--- config.mk ---
export PLATFORM = sky130hd
export DESIGN_NAME = rv_timer_tl
export DESIGN_NICKNAME = d
export VERILOG_FILES = /design/src/rtl/rv_timer_tl.sv
export SDC_FILE = /design/constraint.sdc
export NUM_CORES = 1
export LEC_CHECK = 0
export ABC_AREA = 0
export CORE_UTILIZATION = 30
export CTS_BUF_LIST = sky130_fd_sc_hd__clkbuf_4
export DETAILED_ROUTE_END_ITERATION = 7
export PLACE_DENSITY = 0.57
export SLEW_MARGIN = 10
export SYNTH_ARGS = -nofsm -noshare
export SYNTH_HDL_FRONTEND = slang
export SYNTH_SLANG_ARGS = --single-unit
--- constraint.sdc ---
create_clock -name clk_i -period 3.3 [get_ports clk_i]
set_clock_uncertainty 0.15 [all_clocks]
set_input_delay 0.33 -clock clk_i [delete_from_list [all_inputs] [get_ports clk_i]]
set_output_delay 0.33 -clock clk_i [all_outputs]
set_load 0.05 [all_outputs]
--- src/rtl/rv_timer_tl.sv ---
// rv_timer_tl -- RISC-V machine timer exposed as a TL-UL device.
//
// Provides a prescaled 64-bit mtime counter, a 64-bit mtimecmp register and
// a level interrupt (mtime >= mtimecmp) for the CPU timer_irq_i input.
//
// Ports:
//   clk_i         system clock
//   rst_ni        asynchronous active-low reset
//   tl_i          TL-UL request channel from the crossbar
//   tl_o          TL-UL response channel to the crossbar
//   intr_timer_o  registered timer interrupt, level, active-high
//
// Register map (addr[11:0], 32-bit words):
//   0x00 CTRL (bit0 EN)    0x04 PRESCALE    0x08/0x0C MTIME lo/hi
//   0x10/0x14 MTIMECMP lo/hi                0x18 INTR_STATE (RO)

package tlul_pkg;
    localparam logic [2:0] PutFullData    = 3'h0;
    localparam logic [2:0] PutPartialData = 3'h1;
    localparam logic [2:0] Get            = 3'h4;
    localparam logic [2:0] AccessAck      = 3'h0;
    localparam logic [2:0] AccessAckData  = 3'h1;

    typedef struct packed {
        logic        a_valid;
        logic [2:0]  a_opcode;
        logic [2:0]  a_param;
        logic [1:0]  a_size;
        logic [7:0]  a_source;
        logic [31:0] a_address;
        logic [3:0]  a_mask;
        logic [31:0] a_data;
        logic        d_ready;
    } tl_h2d_t;

    typedef struct packed {
        logic        d_valid;
        logic [2:0]  d_opcode;
        logic [2:0]  d_param;
        logic [1:0]  d_size;
        logic [7:0]  d_source;
        logic        d_sink;
        logic [31:0] d_data;
        logic        d_error;
        logic        a_ready;
    } tl_d2h_t;
endpackage

module rv_timer_tl
    import tlul_pkg::*;
#(
    parameter int                   PrescaleW     = 16,
    parameter logic [PrescaleW-1:0] ResetPrescale = '0
) (
    input  logic    clk_i,
    input  logic    rst_ni,
    input  tl_h2d_t tl_i,
    output tl_d2h_t tl_o,
    output logic    intr_timer_o
);

    // Register state
    logic                 en_q;
    logic [PrescaleW-1:0] presc_q;
    logic [PrescaleW-1:0] pcnt_q;
    logic [63:0]          mtime_q;
    logic [63:0]          mtimecmp_q;
    logic                 intr_q;

    // Response state
    logic        d_valid_q;
    logic [2:0]  d_opcode_q;
    logic [1:0]  d_size_q;
    logic [7:0]  d_source_q;
    logic [31:0] d_data_q;
    logic        d_error_q;

    // Request decode
    logic        acc;
    logic [11:0] off;
    logic [2:0]  idx;
    logic        is_get;
    logic        is_put;
    logic        err;
    logic        wr;
    logic [31:0] rdata;
    logic [31:0] wdata;
    logic [31:0] presc_ext;
    logic        tick;

    function automatic logic [31:0] merge(input logic [31:0] old,
                                          input logic [31:0] d,
                                          input logic [3:0]  m);
        logic [31:0] r;
        for (int b = 0; b < 4; b++) begin
            r[b*8 +: 8] = m[b] ? d[b*8 +: 8] : old[b*8 +: 8];
        end
        return r;
    endfunction

    assign acc    = tl_i.a_valid && !d_valid_q;
    assign off    = tl_i.a_address[11:0];
    assign idx    = off[4:2];
    assign is_get = (tl_i.a_opcode == Get);
    assign is_put = (tl_i.a_opcode == PutFullData) || (tl_i.a_opcode == PutPartialData);
    // INTR_STATE is read-only, so a write there is an error rather than a no-op.
    assign err    = (off[1:0] != 2'b00) || (off >= 12'h01C) || !(is_get || is_put)
                  || (is_put && (off == 12'h018));
    assign wr     = acc && is_put && !err;

    assign presc_ext = 32'(presc_q);

    always_comb begin
        rdata = '0;
        case (idx)
            3'd0:    rdata = {31'b0, en_q};
            3'd1:    rdata = presc_ext;
            3'd2:    rdata = mtime_q[31:0];
            3'd3:    rdata = mtime_q[63:32];
            3'd4:    rdata = mtimecmp_q[31:0];
            3'd5:    rdata = mtimecmp_q[63:32];
            3'd6:    rdata = {31'b0, intr_q};
            default: rdata = '0;
        endcase
    end

    // rdata is the current value of the addressed register, so merging into
    // it yields the byte-masked write value for every register alike.
    assign wdata = merge(rdata, tl_i.a_data, tl_i.a_mask);

    assign tick = en_q && (pcnt_q == presc_q);

    always_ff @(posedge clk_i or negedge rst_ni) begin
        if (!rst_ni) begin
            en_q       <= 1'b0;
            presc_q    <= ResetPrescale;
            pcnt_q     <= '0;
            mtime_q    <= '0;
            mtimecmp_q <= '1;
            intr_q     <= 1'b0;
        end else begin
            intr_q <= (mtime_q >= mtimecmp_q);

            if (wr && idx == 3'd0) en_q <= wdata[0];

            if (wr && idx == 3'd1) begin
                presc_q <= wdata[PrescaleW-1:0];
                pcnt_q  <= '0;
            end else if (en_q) begin
                pcnt_q  <= tick ? '0 : pcnt_q + 1'b1;
            end

            // A software write to either half overrides the tick; the other
            // half keeps its pre-tick value, so no carry crosses halves.
            if (wr && idx == 3'd2)      mtime_q[31:0]  <= wdata;
            else if (wr && idx == 3'd3) mtime_q[63:32] <= wdata;
            else if (tick)              mtime_q        <= mtime_q + 64'd1;

            if (wr && idx == 3'd4) mtimecmp_q[31:0]  <= wdata;
            if (wr && idx == 3'd5) mtimecmp_q[63:32] <= wdata;
        end
    end

    always_ff @(posedge clk_i or negedge rst_ni) begin
        if (!rst_ni) begin
            d_valid_q  <= 1'b0;
            d_opcode_q <= AccessAck;
            d_size_q   <= '0;
            d_source_q <= '0;
            d_data_q   <= '0;
            d_error_q  <= 1'b0;
        end else if (acc) begin
            d_valid_q  <= 1'b1;
            d_opcode_q <= is_get ? AccessAckData : AccessAck;
            d_size_q   <= tl_i.a_size;
            d_source_q <= tl_i.a_source;
            d_data_q   <= (is_get && !err) ? rdata : 32'h0;
            d_error_q  <= err;
        end else if (tl_i.d_ready) begin
            d_valid_q  <= 1'b0;
        end
    end

    assign tl_o.d_valid  = d_valid_q;
    assign tl_o.d_opcode = d_opcode_q;
    assign tl_o.d_param  = 3'h0;
    assign tl_o.d_size   = d_size_q;
    assign tl_o.d_source = d_source_q;
    assign tl_o.d_sink   = 1'b0;
    assign tl_o.d_data   = d_data_q;
    assign tl_o.d_error  = d_error_q;
    assign tl_o.a_ready  = !d_valid_q;

    assign intr_timer_o = intr_q;

    logic unused_bits;
    assign unused_bits = ^{tl_i.a_param, tl_i.a_address[31:12], wdata};

endmodule

# Yosys cells after proc, flatten, opt, wreduce, memory -nomap -nowiden
# Cells that the tools add are included.
# totals
register_bits	209
out_inout_bits	53
# classes
add_sub_neg	2
n_lt_le_gt_ge	2
n_eq_ne	11
n_mux	16
bitwise	1
reduce_logical	29
# ops
op	count
$pmux W32 S7	1
$mux W32	4
$add A64 B1 Y64 const B	1
$ge A64 B64 Y1	1
$mux W64	1
$mux W16	3
$mux W8	4
$add A16 B1 Y16 const B	1
$eq A16 B16 Y1	1
$eq A12 B5 Y1 const B	1
$eq A3 B3 Y1 const B	4
$ge A12 B5 Y1 const B	1
$logic_and A1 B1 Y1	12
$reduce_bool A2 Y1	5
$eq A3 B1 Y1 const B	2
$eq A3 B2 Y1 const B	2
$logic_not A3 Y1	2
$logic_or A1 B1 Y1	5
$reduce_and A2 Y1	2
$logic_not A1 Y1	3
$mux W1	3
$ne A2 B2 Y1 const B	1
$not A1 Y1	1

# Logic depth before layout (Yosys ltp)
# Gate-level depths: netlist (run 1).
# logic_depth
word_depth	11
ltp_mapped	10

# Worst setup path before layout (run 1)
# Ideal clock, no wire load.
# synth_path
kind	register to register
start	reg mtime_q[8]
end	reg mtime_q[57]
setup_time_ps	124
arrival_ps	2019
path_slack_ps	1007
stages_incl_launch_ff	8
path_buffers	1
cell_sequence	dfrtp_1 > buf_2 > nand4_1 > or4_1 > nor4_4 > nor3b_2 > a21oi_1 > a211o_1
# synth_via
elab_chain_cells	3
# synth_rtl
element	line	rtl
start, declared	66	logic [63:0] mtime_q;
start signal, assigned	155	if (wr && idx == 3'd2) mtime_q[31:0] <= wdata;
start signal, assigned	157	else if (tick) mtime_q <= mtime_q + 64'd1;
$add A64 B1 Y64	157	
$mux W64	157	
$mux W32	156	else if (wr && idx == 3'd3) mtime_q[63:32] <= wdata;
# No other way between the ends. The select of a mux whose other input is x is not followed.
# A chain may end at the register's enable or synchronous reset.

# Worst setup path in the final report (run 1)
# layout_path
start	reg mtime_q[35]
end	reg mtime_q[61]
# Same word-level chain as after synthesis.

==> results of run 1 <==
through the flow:
step                      power, W  hold slack [ps]  std cells  util, %
final                      0.00581             53.6       2385     37.7
after global routing       0.00605             45.3       2385     37.7
after CTS                  0.00589            0.256       2384     37.6
after detailed placement   0.00333              313       2268     35.7
after global placement     0.00332              311       2268     35.7
after floorplan            0.00299             -116       1572        -
cell usage after synthesis (all sizes together) (4+ instances only):
cell	number	area [sq um]
a211o	4	35.0
a211oi	13	97.6
a21o	9	67.6
a21oi	123	616
a221o	17	170
a221oi	29	254
a22o	14	123
a2bb2oi	5	43.8
a31o	4	35.0
a31oi	16	100
a32o	9	90.1
and2	21	131
and3	24	150
and4	10	87.6
buf	48	248
clkbuf	66	248
dfrtp	143	3580
dfstp	64	1680
ha	66	826
inv	88	330
mux2	17	191
mux2i	22	220
nand2	176	661
nand2b	19	119
nand3	53	265
nand4	38	253
nor2	121	454
nor2b	5	31.3
nor3	32	170
nor3b	4	45.1
nor4	31	215
o211ai	9	67.6
o21a	10	75.1
o21ai	104	521
o21bai	5	37.5
o22a	5	43.8
o2bb2ai	9	78.8
o311ai	4	35.0
o31a	9	78.8
o31ai	28	210
o41ai	16	140
or3	4	25.0
or4	7	56.3
xor2	24	210
worst max path at each step:
stage | to | slack, ps | cells past startpoint | start
6_report | mtime_q[61]$_DFFE_PN0P_ | 410 | 6 | mtime_q[35]$_DFFE_PN0P_
5_1_grt | mtime_q[61]$_DFFE_PN0P_ | 210 | 6 | mtime_q[35]$_DFFE_PN0P_
4_1_cts | mtime_q[61]$_DFFE_PN0P_ | 460 | 6 | mtime_q[35]$_DFFE_PN0P_
3_5_place_dp | pcnt_q[4]$_DFFE_PN0P_ | 160 | 9 | tl_i[38]
3_3_place_gp | mtime_q[33]$_DFFE_PN0P_ | 230 | 8 | tl_i[38]
2_1_floorplan | mtime_q[57]$_DFFE_PN0P_ | 1010 | 7 | mtime_q[8]$_DFFE_PN0P_
worst max-delay path: stages (launching register included):
cell	delay [ps]
dfrtp_1	550
nand4_1	280
nor4_2	500
nand3_1	350
nor4_1	560
nand3_1	140
o311ai_1	240
cell families after synthesis:
logic type	synth area share (%)
compound gates	23.2
mux	3.54
flops	38.9
xor+xnor	1.68
other cells	0.0277
fa+ha+maj	6.10
simple gates	20.4
buf+inv	6.10
final cells by class:
class	instances	area (sq um)
diodes	1	2.50
clock buffers	98	736
clock inverters	12	46.3
fillers	4605	27600
inverters	88	330
multi-input cells	1163	7480
flip-flops and latches	207	5260
well taps	592	741
repair buffers	224	2090
power breakdown:
part | switching, W | internal (W) | total, W
logic | 0.000438 | 0.000257 | 0.000695
registers | 0.0000177 | 0.00258 | 0.00259
clock network | 0.00120 | 0.00133 | 0.00253
metal layers:
metal | up-vias | part of all wire [%] | GRT usage, %
met4 | 0 | 3.0 | 7.57
met3 | 102 | 6.9 | 3.30
met5 | - | 0 | 0
met2 | 517 | 46 | 35.6
li1 | 6164 | - | -
met1 | 6537 | 44 | 30.2
what timing repair did:
action,in CTS,in global routing
hold endpoints to repair,89,0
hold buffers,6,0
endpoints found under the setup margin,0,0
resized for setup,0,0
registers in the layout (all words and copies together), names as in the netlist:
register	cells
d_error_q	1
pcnt_q	16
d_data_q	32
d_size_q	2
intr_timer_o	1
d_valid_q	1
d_source_q	8
d_opcode_q	1
presc_q	16
mtimecmp_q	64
mtime_q	64
en_q	1
==> impl_metrics.py, run 1 <==
metrics = {
    "global_routing": {
        "grt_remaining_overflow": 0,
        "grt_pass1_vias": 12846,
        "antenna_found_initial": 1,
        "grt_start_max_net_pins": 87,
        "grt_pass1_wl_um": 79000,
        "grt_usage_pct": 22.1,
    },
    "status": {
        "status": "complete, no violations",
    },
    "drt": {
        "num_vias": 13320,
        "antenna_left": 0,
        "wl_per_cell_um": 21.4,
        "post_drt_via_cell_ratio": 5.58,
        "dr.first_iter.drc_count": 1158,
        "first_pass_iters": 5,
        "wl_um": 51100,
        "drc": 0,
    },
    "floorplan": {
        "dieArea_sq_mm": 0.0459,
        "core_area_sq_mm": 0.0443,
        "die_h_um": 214,
        "fp-row-count": 77,
        "boundaryPins": 141,
        "start_util_pct": 30.5,
        "dieWidth_um": 214,
    },
    "clock_tree": {
        "cts.reportedPaths.clkPinSlew_ps": 70,
        "clock-sinks": 207,
        "cts_setup_buffers": 0,
        "clockBufferDepth": 3,
        "cts_root_buf": "clkbuf_4",
        "h-tree-depth": 2,
        "clk_latency_ps": 760,
        "cts_made_buffers": 60,
        "cts_tree": "yes",
    },
    "placement": {
        "post-place-ws_ps": 155,
        "gp_congestion": 0.940,
        "placedInstanceArea_sq_mm": 0.0158,
        "io_buffers": 111,
        "dpl.hpwl_um": 37500,
    },
    "cells_and_area": {
        "final_layout_size_suffix_gt1_share_pct": 17.5,
        "layout_common_cells": "nand2_1, dfrtp_1, a21oi_1, nor2_1, clkdlybuf4s50_1",
        "mostFrequentLayoutCell": "nand2_1",
        "synthToLayoutAreaGrowth_pct": 23.3,
        "fin_nets": 1898,
        "final_area_sq_mm": 0.0167,
    },
    "pwr": {
        "cellPowerDensity_mw_per_mm2": 348,
        "peakVddDrop_uv": 210,
        "cellLeakagePower_nw": 6.80,
    },
    "setup_path": {
        "cp_max_fo": 7,
        "cp_data_required_time_ps": 3790,
        "crit_path_start_kind": "flop",
        "reg2regPathDepth": 6,
        "critPathArrivalTime_ps": 3390,
        "path_class": "flop to flop",
        "r2r-start": "mtime_q[35]$_DFFE_PN0P_",
        "worst_setup_path_end_kind": "flop",
        "rr_endpoint": "mtime_q[61]$_DFFE_PN0P_",
        "r2r_setup_slack_ps": 410,
    },
    "flow_run": {
        "cap_viol_max_count": 0,
    },
    "timing": {
        "rsz0062_at_grt": "no",
        "relSlewSlack_pct": 43.5,
        "setup_tns_ps": 0,
        "fmax_mhz": 346,
        "min_period_ps": 2890,
        "period_share_pct": 87.7,
        "setup_slack_ps": 407,
        "slew_violations": 0,
        "hold_viol": 0,
        "worstMarginPinSlew_ps": 841,
        "setup_viol": 0,
    },
    "synthesis": {
        "synth_seq_area_share_pct": 38.9,
        "ys.flop_type": "dfrtp_1",
        "synth-seq-cells": 207,
        "syn_inst": 1567,
        "synth_cell_type_count": 82,
        "synth_area_per_cell_sq_um": 8.63,
        "syn_area_sq_mm": 0.0135,
        "synthArstFlopShare_pct": 100,
        "yosysWarnings": 0,
        "synth_edf_count": 0,
    },
    "hold_path": {
        "holdPathEnd": "d_source_q[5]$_DFFE_PN0P_",
        "hold_start": "tl_i[74]",
        "hp-class": "input pin to flop",
        "holdPathStages": 2,
    },
}
No activity file was read; power rests on OpenSTA's default activity.
==> inputs of run 2 (changes only) <==
--- a/config.mk
+++ b/config.mk
@@ -7,7 +7,7 @@
 export LEC_CHECK = 0
 export ABC_AREA = 0
 export CORE_UTILIZATION = 30
-export CTS_BUF_LIST = sky130_fd_sc_hd__clkbuf_4
+export CTS_BUF_LIST = sky130_fd_sc_hd__clkbuf_4 sky130_fd_sc_hd__clkbuf_8 sky130_fd_sc_hd__clkbuf_16
 export DETAILED_ROUTE_END_ITERATION = 7
 export PLACE_DENSITY = 0.57
 export SLEW_MARGIN = 10
==> run 2 against run 1 <==
Against the previous run: total power up 5.1%; global-route usage down 0.25 points; non-clock buffer count down 5; cell count down 3.0%; sequential share of layout area about the same; register-to-register slack better by 30 ps; sequential cell count unchanged; first-iteration DRC count down 4.4%; via count down 1.4%; setup slack better by 25 ps; critical path type unchanged; critical endpoint unchanged; highest routed layer unchanged.
==> impl_metrics.py, run 2 (synthesis gave the netlist of run 1 again) <==
metrics = {
    "setup_path": {
        "crit_path_start_kind": "flop",
        "cp_max_fo": 7,
        "cp_data_required_time_ps": 3600,
        "worst_setup_path_end_kind": "flop",
        "critPathArrivalTime_ps": 3170,
        "path_class": "flop to flop",
    },
    "cells_and_area": {
        "final_area_sq_mm": 0.0167,
        "mostFrequentLayoutCell": "nand2_1",
        "antennaDiodeCount": 0,
        "fin_nets": 1858,
        "largestRegisters": "mtime_q: 64 flops, mtimecmp_q: 64 flops, d_data_q: 32 flops",
        "final_layout_size_suffix_gt1_share_pct": 15.0,
        "synthToLayoutAreaGrowth_pct": 23.3,
        "layout_common_cells": "nand2_1, dfrtp_1, a21oi_1, nor2_1, clkdlybuf4s50_1",
    },
    "clock_tree": {
        "cts_made_buffers": 25,
        "post_cts_resized": 0,
        "cts_tree": "yes",
        "clk_latency_ps": 550,
        "cts.reportedPaths.clkPinSlew_ps": 60,
        "cts_setup_buffers": 0,
        "clockBufferDepth": 3,
        "clock-sinks": 207,
        "h-tree-depth": 1,
        "cts_root_buf": "clkbuf_16",
    },
    "drt": {
        "post_drt_via_cell_ratio": 5.68,
        "num_vias": 13127,
        "antenna_left": 0,
        "dr.first_iter.drc_count": 1107,
        "drc": 0,
        "wl_per_cell_um": 22.0,
        "first_pass_iters": 5,
        "wl_um": 50800,
    },
    "status": {
        "status": "complete, no violations",
    },
    "timing": {
        "relSlewSlack_pct": 46.3,
        "setup_tns_ps": 0,
        "setup_viol": 0,
        "rsz0062_at_grt": "no",
        "min_period_ps": 2870,
        "hold_viol": 0,
        "period_share_pct": 86.9,
        "fmax_mhz": 349,
        "worstMarginPinSlew_ps": 801,
        "slew_violations": 0,
    },
    "pwr": {
        "power.switching_w": 0.00162,
        "pwr-share-clk_pct": 46.2,
        "cellLeakagePower_nw": 6.73,
        "pwr-share-seq_pct": 42.5,
        "cellPowerDensity_mw_per_mm2": 366,
        "p_int_w": 0.00449,
        "swShare_pct": 26.5,
        "combPwrFrac_pct": 11.3,
        "peakVddDrop_uv": 354,
    },
    "floorplan": {
        "core_area_sq_mm": 0.0443,
        "boundaryPins": 141,
        "start_util_pct": 30.5,
        "fp-row-count": 77,
        "dieWidth_um": 214,
        "dieArea_sq_mm": 0.0459,
        "die_h_um": 214,
    },
    "global_routing": {
        "grt_usage_pct": 21.9,
        "grt_start_max_net_pins": 87,
        "grt_pass1_vias": 12550,
        "antenna_found_initial": 0,
        "grt_pass1_wl_um": 78400,
        "grt_remaining_overflow": 0,
    },
    "hold_path": {
        "hp-class": "input pin to flop",
    },
    "placement": {
        "placedInstanceArea_sq_mm": 0.0158,
        "dpl.hpwl_um": 37500,
        "gp_congestion": 0.940,
        "io_buffers": 111,
    },
    "flow_run": {
        "cap_viol_max_count": 0,
    },
}
## run 2: changes by cell type in the layout (fill, tap and decap cells not counted), sizes merged
cell and change:
dlygate4sd3 -5, clkbuf -62, diode -1, clkinv -6, bufinv +1, clkinvlp +1
## run 2: critical path, stage by stage, from the launching register on
cell	delay [ps]
dfrtp_1	540
nand4_1	280
nor4_2	510
nand3_1	360
nor4_1	540
nand3_1	140
o311ai_1	240
## run 2: stage by stage
step | std cells | setup WS [ps] | hold slack (ps) | total power (W) | util [%]
2_1_floorplan | 1572 | 1010 | -116 | 0.00299 | -
3_3_place_gp | 2268 | 230 | 311 | 0.00332 | 35.7
3_5_place_dp | 2268 | 155 | 313 | 0.00333 | 35.7
4_1_cts | 2313 | 473 | 199 | 0.00618 | 37.6
5_1_grt | 2313 | 226 | 236 | 0.00630 | 37.6
6_report | 2313 | 433 | 214 | 0.00611 | 37.6
## run 2: per-layer routing
layer	GRT usage (%)	part of all wire (%)	up-vias
met5	0	0	-
met4	7.19	2.9	0
met3	2.11	6.1	85
met2	35.3	46	503
met1	30.5	45	6490
li1	-	-	6049
## run 2: final cells by class
| type | instances | area, sq um |
|---|---|---|
| clock buffer | 36 | 758 |
| clock inverter | 8 | 67.6 |
| fill | 4571 | 27600 |
| inverter | 88 | 330 |
| multi-input combinational | 1163 | 7480 |
| sequential | 207 | 5260 |
| tap | 592 | 741 |
| timing repair buffer | 219 | 2040 |
## run 2: worst paths after layout
| kind | startpoint | endpoint | slack [ps] | cells past startpoint |
|---|---|---|---|---|
| hold reg to reg | d_data_q[6]$_DFFE_PN0P_ | d_data_q[6]$_DFFE_PN0P_ | 330 | 2 |
| max in group asynchronous | rst_ni | mtimecmp_q[35]$_DFFE_PN1P_ | 1820 | 3 |
| setup / recovery | mtime_q[35]$_DFFE_PN0P_ | mtime_q[61]$_DFFE_PN0P_ | 430 | 6 |
| hold / removal | tl_i[0] | d_valid_q$_DFFE_PN0P_ | 210 | 2 |
| min in group asynchronous | rst_ni | d_source_q[6]$_DFFE_PN0P_ | 280 | 2 |
| setup reg to reg | mtime_q[35]$_DFFE_PN0P_ | mtime_q[61]$_DFFE_PN0P_ | 430 | 6 |
## run 2: repair_timing
action,CTS,global route
endpoints found under the hold margin,47,0
hold buffers,1,0
setup endpoints to repair,0,0
## run 2: power by group through the flow
stage	clock network [W]	registers, W	logic, W
final	0.00282	0.00259	0.000691
after global routing	0.00297	0.00260	0.000730
after CTS	0.00289	0.00259	0.000694
after detailed placement	0	0.00264	0.000690
after global placement	0	0.00264	0.000688
after floorplan	0	0.00274	0.000249
